$ cat src/rtl/ftoi.sv
// ftoi: two-stage binary32 -> signed int32 converter.
// Stage 1 classifies the exponent and works out the shift amount.
// Stage 2 shifts, rounds (nearest, ties away from zero), negates and
// saturates. Valid-tagged stream, one operand per cycle, no backpressure.
module ftoi (
    input  logic        clk,
    input  logic        rstn,
    input  logic        stage1_valid,
    input  logic [31:0] x,
    output logic [31:0] y,
    output logic        valid
);

    // Exponent thresholds in biased form:
    // 126 = 2^-1, 150 = mantissa LSB weighs 1, 158 = 2^31.
    localparam logic [7:0] E_HALF = 8'd126;
    localparam logic [7:0] E_UNIT = 8'd150;
    localparam logic [7:0] E_SAT  = 8'd158;

    // Valid shift register: [0] is stage 1 (v1), [1] drives the valid output.
    logic [1:0]  vld_pipe_q;

    // Stage 1 state.
    logic        s_q,    s_d;
    logic [23:0] m_q,    m_d;
    logic        zero_q, zero_d;
    logic        sat_q,  sat_d;
    logic        lsh_q,  lsh_d;
    logic        rsh_q,  rsh_d;
    logic [4:0]  sh_q,   sh_d;

    // Stage 2 state.
    logic [31:0] y_q, y_d;

    logic [7:0]  e;
    logic [22:0] f;
    logic [7:0]  lsh_amt;
    logic [7:0]  rsh_amt;
    logic [24:0] rsh_ext;
    logic [31:0] mag;

    assign e       = x[30:23];
    assign f       = x[22:0];
    assign lsh_amt = e - E_UNIT;
    assign rsh_amt = E_UNIT - e;

    // Stage 1 decode: classify the operand and pick the shift direction.
    // NaN folds into the positive saturation path by forcing the sign to 0.
    // The exact -2^31 case lands on negative saturation, which is the same
    // bit pattern, so it needs no separate flag.
    always_comb begin
        s_d    = x[31];
        m_d    = {1'b1, f};
        zero_d = 1'b0;
        sat_d  = 1'b0;
        lsh_d  = 1'b0;
        rsh_d  = 1'b0;
        sh_d   = 5'd0;
        if (e == 8'hFF && f != 23'd0) begin
            sat_d = 1'b1;
            s_d   = 1'b0;
        end else if (e >= E_SAT) begin
            sat_d = 1'b1;
        end else if (e >= E_UNIT) begin
            lsh_d = 1'b1;
            sh_d  = lsh_amt[4:0];
        end else if (e >= E_HALF) begin
            rsh_d = 1'b1;
            sh_d  = rsh_amt[4:0];
        end else begin
            zero_d = 1'b1;
        end
    end

    // Stage 2 datapath. The mantissa is extended by one guard bit before
    // the right shift so the last bit shifted out lands in rsh_ext[0];
    // adding it to the truncated value gives round-half-away on magnitude.
    always_comb begin
        rsh_ext = {m_q, 1'b0} >> sh_q;
        mag     = 32'd0;
        if (lsh_q)
            mag = {8'd0, m_q} << sh_q[2:0];
        else if (rsh_q)
            mag = {8'd0, rsh_ext[24:1]} + {31'd0, rsh_ext[0]};

        y_d = s_q ? (32'd0 - mag) : mag;
        if (sat_q)
            y_d = s_q ? 32'h8000_0000 : 32'h7FFF_FFFF;
        else if (zero_q)
            y_d = 32'd0;
    end

    // Valid bits advance every edge regardless of data.
    always_ff @(posedge clk or negedge rstn) begin
        if (!rstn)
            vld_pipe_q <= 2'b00;
        else
            vld_pipe_q <= {vld_pipe_q[0], stage1_valid};
    end

    // Stage 1 register: loads only on an accepted operand, otherwise holds.
    always_ff @(posedge clk or negedge rstn) begin
        if (!rstn) begin
            s_q    <= 1'b0;
            m_q    <= 24'd0;
            zero_q <= 1'b0;
            sat_q  <= 1'b0;
            lsh_q  <= 1'b0;
            rsh_q  <= 1'b0;
            sh_q   <= 5'd0;
        end else if (stage1_valid) begin
            s_q    <= s_d;
            m_q    <= m_d;
            zero_q <= zero_d;
            sat_q  <= sat_d;
            lsh_q  <= lsh_d;
            rsh_q  <= rsh_d;
            sh_q   <= sh_d;
        end
    end

    // Stage 2 register: y keeps the last result while v1 is low.
    always_ff @(posedge clk or negedge rstn) begin
        if (!rstn)
            y_q <= 32'd0;
        else if (vld_pipe_q[0])
            y_q <= y_d;
    end

    assign y     = y_q;
    assign valid = vld_pipe_q[1];

endmodule

$ cat config.mk
export PLATFORM = sky130hd
export DESIGN_NAME = ftoi
export DESIGN_NICKNAME = d
export VERILOG_FILES = /design/src/rtl/ftoi.sv
export SDC_FILE = /design/constraint.sdc
export NUM_CORES = 1
export LEC_CHECK = 0
export CELL_PAD_IN_SITES_DETAIL_PLACEMENT = 0
export CELL_PAD_IN_SITES_GLOBAL_PLACEMENT = 2
export CORE_MARGIN = 1.5
export CORE_UTILIZATION = 36
export DETAILED_ROUTE_END_ITERATION = 8
export GPL_TIMING_DRIVEN = 0
export PLACE_DENSITY_LB_ADDON = 0.1
export SLEW_MARGIN = 15
export SYNTH_ARGS = -nofsm -noshare
export SYNTH_HDL_FRONTEND = slang
export SYNTH_SLANG_ARGS = --single-unit
$ cat constraint.sdc
create_clock -name clk -period 6.9 [get_ports clk]
set_input_delay 1.035 -clock clk [delete_from_list [all_inputs] [get_ports clk]]
set_output_delay 1.035 -clock clk [all_outputs]
set_load 0.02 [all_outputs]
==> insert_results.sql <==
INSERT INTO impl_metrics (metric_group, metric, value, unit) VALUES
('yosys', 'seq_area_frac_synth', '23.4', '%'),
('place', 'pre_cts_worst_setup_slack', '0.0548', 'ns'),
('layout', 'layout.filler_cells', '2023', ''),
('worst_setup_path', 'crit_type', 'reg2reg', ''),
('layout', 'final_core_utilization', '43.9', '%'),
('global_route', 'maximum_number_of_pins_on_one_net_before_global_route_repair', '49', ''),
('global_route', 'grt_first_pass_wirelength', '44.1', 'mm'),
('timing', 'layout_setup_ws', '0.554', 'ns'),
('clock_tree', 'post_cts_hold_buffer_count', '0', ''),
('power', 'p_leak', '0.00327', 'uW'),
('clock_tree', 'clk_transition_reported_paths', '0.06', 'ns'),
('layout', 'design.final.nets', '986', ''),
('worst_setup_path', 'timing.critical_path.max_delay_family', 'buffers and inverters', ''),
('timing', 'setup_tns', '0', 'ns'),
('floorplan', 'io-pin-count', '68', ''),
('routing', 'wl_per_cell', '23.2', 'um'),
('routing', 'detail_route.wirelength', '28.2', 'mm'),
('yosys', 'synth_warnings', '0', ''),
('worst_setup_path', 'crit_path_top_delay_cell', 'buf_1', ''),
('clock_tree', 'clock_tree_from_tritoncts', 'yes', ''),
('floorplan', 'die_extent_in_x', '145', 'um'),
('yosys', 'ys_top_cells_by_area', 'dfrtp_1 (23%), mux2_2 (7.0%), mux4_2 (6.8%)', ''),
('place', 'detailed_place.area', '8300', 'sq um'),
('timing', 'worst_pin_slew', '0.956', 'ns'),
('yosys', 'synthesis_stage_register_bit_count', '68', ''),
('timing', 'hold_viol_final', '0', ''),
('yosys', 'syn-num-nets', '909', ''),
('status', 'status', 'completed', ''),
('layout', 'flow.area_growth_from_synthesis', '18.6', '%'),
('clock_tree', 'later_pin_clock_latency_in_the_skew_report', '0.35', 'ns'),
('worst_setup_path', 'crit_path_start_kind', 'register', ''),
('yosys', 'postSynthCellCount', '866', ''),
('clock_tree', 'cts_made_buffers', '9', ''),
('yosys', 'async_reset_ff_share', '100', '%'),
('routing', 'route.detailed.vias_per_inst', '6.20', ''),
('worst_setup_path', 'timing.critical_path.to_type', 'register', ''),
('worst_setup_path', 'cp_cell_sequence', 'buf_6 -> buf_12 -> buf_8 -> buf_2 -> buf_2 -> buf_1 -> mux4_2 -> nor2_1 -> a21oi_1 -> o21ai_0 -> o22ai_1 -> ha_1 -> ha_1 -> nand2_4 -> nor3_1 -> nand3_1 -> xnor2_1 -> a2111o_1 -> nor3_1 -> nand2_1 -> o31a_1 -> a211o_1', ''),
('place', 'routabilityCongestion', '0.928', ''),
('place', 'post-dp-hpwl', '22.3', 'mm'),
('power', 'power.density', '242', 'nW/um^2'),
('layout', 'antenna-diode-count', '0', ''),
('hold_path', 'holdCritPathClass', 'reg2reg', ''),
('timing', 'layout_min_cycle_time', '6.35', 'ns'),
('power', 'worst_ir_drop_vdd', '0.121', 'mV'),
('flow_run', 'maxCapViolations', '0', ''),
('timing', 'final-setup-viol-count', '0', ''),
('global_route', 'grt_antenna_before_repair', '0', ''),
('clock_tree', 'cts.sinks', '68', ''),
('routing', 'detail_route.first_pass.iterations', '7', ''),
('worst_setup_path', 'critPathBufInv', '6', ''),
('place', 'port_buffers', '67', ''),
('layout', 'highest_count_cells_in_the_layout_ignoring_fill_and_taps', 'nand2_1 (97), nor2_1 (87), dfrtp_1 (68)', ''),
('clock_tree', 'post_cts_buffers', '0', ''),
('global_route', 'first_global_vias', '7567', ''),
('timing', 'post-route-period-util', '92.0', '%'),
('global_route', 'grt.total_usage', '27.0', '%'),
('clock_tree', 'post_cts_repair_resize_count', '0', ''),
('yosys', 'synth_edf_count', '0', ''),
('routing', 'total_number_of_vias', '7523', ''),
('yosys', 'synth_top_flop_cell', 'dfrtp_1', ''),
('floorplan', 'floorplan.rows', '51', ''),
('worst_setup_path', 'cpPeakStageDelay', '0.55', 'ns'),
('floorplan', 'die_area', '21100', 'sq um'),
('timing', 'final_skew', '0.0105', 'ns'),
('layout', 'layout-drive-gt1-share', '13.8', '%'),
('routing', 'detail-route-antenna-nets', '0', ''),
('layout', 'leading_cell_type_in_the_layout_fill_and_taps_excluded', 'nand2_1', ''),
('yosys', 'synthesis.area', '7270', 'sq um'),
('worst_setup_path', 'crit_required', '7.14', 'ns'),
('global_route', 'globalRoute.totalOverflow', '0', ''),
('floorplan', 'starting_density_of_the_core', '37.0', '%');
## synthesized netlist by cell type, drive strengths merged, types with 7 or more instances
master,number
buf,23
o22ai,12
dfrtp,68
nor4,14
or3,10
ha,8
nand2,99
nor2,88
and2,9
nor3,28
mux2i,43
mux2,49
o31ai,17
xor2,7
o21ai,47
nand4,13
a22oi,8
mux4,22
inv,18
nand3,23
a31oi,9
xnor2,16
o211ai,10
and3,8
nand2b,8
a211oi,15
clkbuf,37
a21oi,50
## through the flow
step                      hold slack (ns)  cells  power [uW]
final                               0.425   1213        2090
after floorplan                     0.366    866        1190
after CTS                           0.414   1215        2080
after global placement              0.398   1198        1540
after global routing                0.427   1213        2190
after detailed placement            0.393   1199        1540
## worst paths after layout
path	depth (start not counted)	start	slack (ns)	to
hold reg to reg	0	vld_pipe_q[0]	0.42	vld_pipe_q[1]
setup / recovery	22	sh_q[0]	0.55	y[27]
hold / removal	0	vld_pipe_q[0]	0.42	vld_pipe_q[1]
min in group asynchronous	1	rstn	0.58	y[5]
max in group asynchronous	2	rstn	5.77	y[29]
setup reg to reg	22	sh_q[0]	0.55	y[27]
## report_power, final
group	switching [uW]	internal [uW]
Clock	197	328
Combinational	656	401
Sequential	52.3	451
Total	905	1180
## flip-flops by register name (all words and copies together), names as in the netlist
| signal | cells |
|---|---|
| m_q | 24 |
| vld_pipe_q | 2 |
| sh_q | 5 |
| y | 32 |
| lsh_q | 1 |
| sat_q | 1 |
| zero_q | 1 |
| s_q | 1 |
| rsh_q | 1 |
## layout make-up
| cell class | instances | area [sq um] | share of cell area, % |
|---|---|---|---|
| well taps | 265 | 332 | 3.84 |
| inverters | 19 | 71.3 | 0.827 |
| clock inverters | 5 | 83.8 | 0.972 |
| clock buffers | 11 | 243 | 2.81 |
| repair buffers | 68 | 696 | 8.07 |
| multi-input cells | 719 | 5190 | 60.2 |
| flip-flops and latches | 68 | 1700 | 19.7 |
| plain buffers | 58 | 307 | 3.55 |
## metal layers
layer	track usage [%]	up-vias	routed length, um
li1	-	3453	-
met1	38.5	3731	13200
met2	40.9	288	12500
met3	3.58	51	1660
met4	11.5	0	841
met5	0	-	0
## cell families after synthesis
| kind of cell | count (synthesis) | synth area share [%] |
|---|---|---|
| fa+ha+maj | 8 | 1.38 |
| xor+xnor | 23 | 2.77 |
| compound gates | 246 | 24.3 |
| simple gates | 328 | 22.6 |
| buf+inv | 79 | 5.25 |
| flops | 68 | 23.4 |
| mux | 114 | 20.3 |
(Power assumes the default switching activity.)
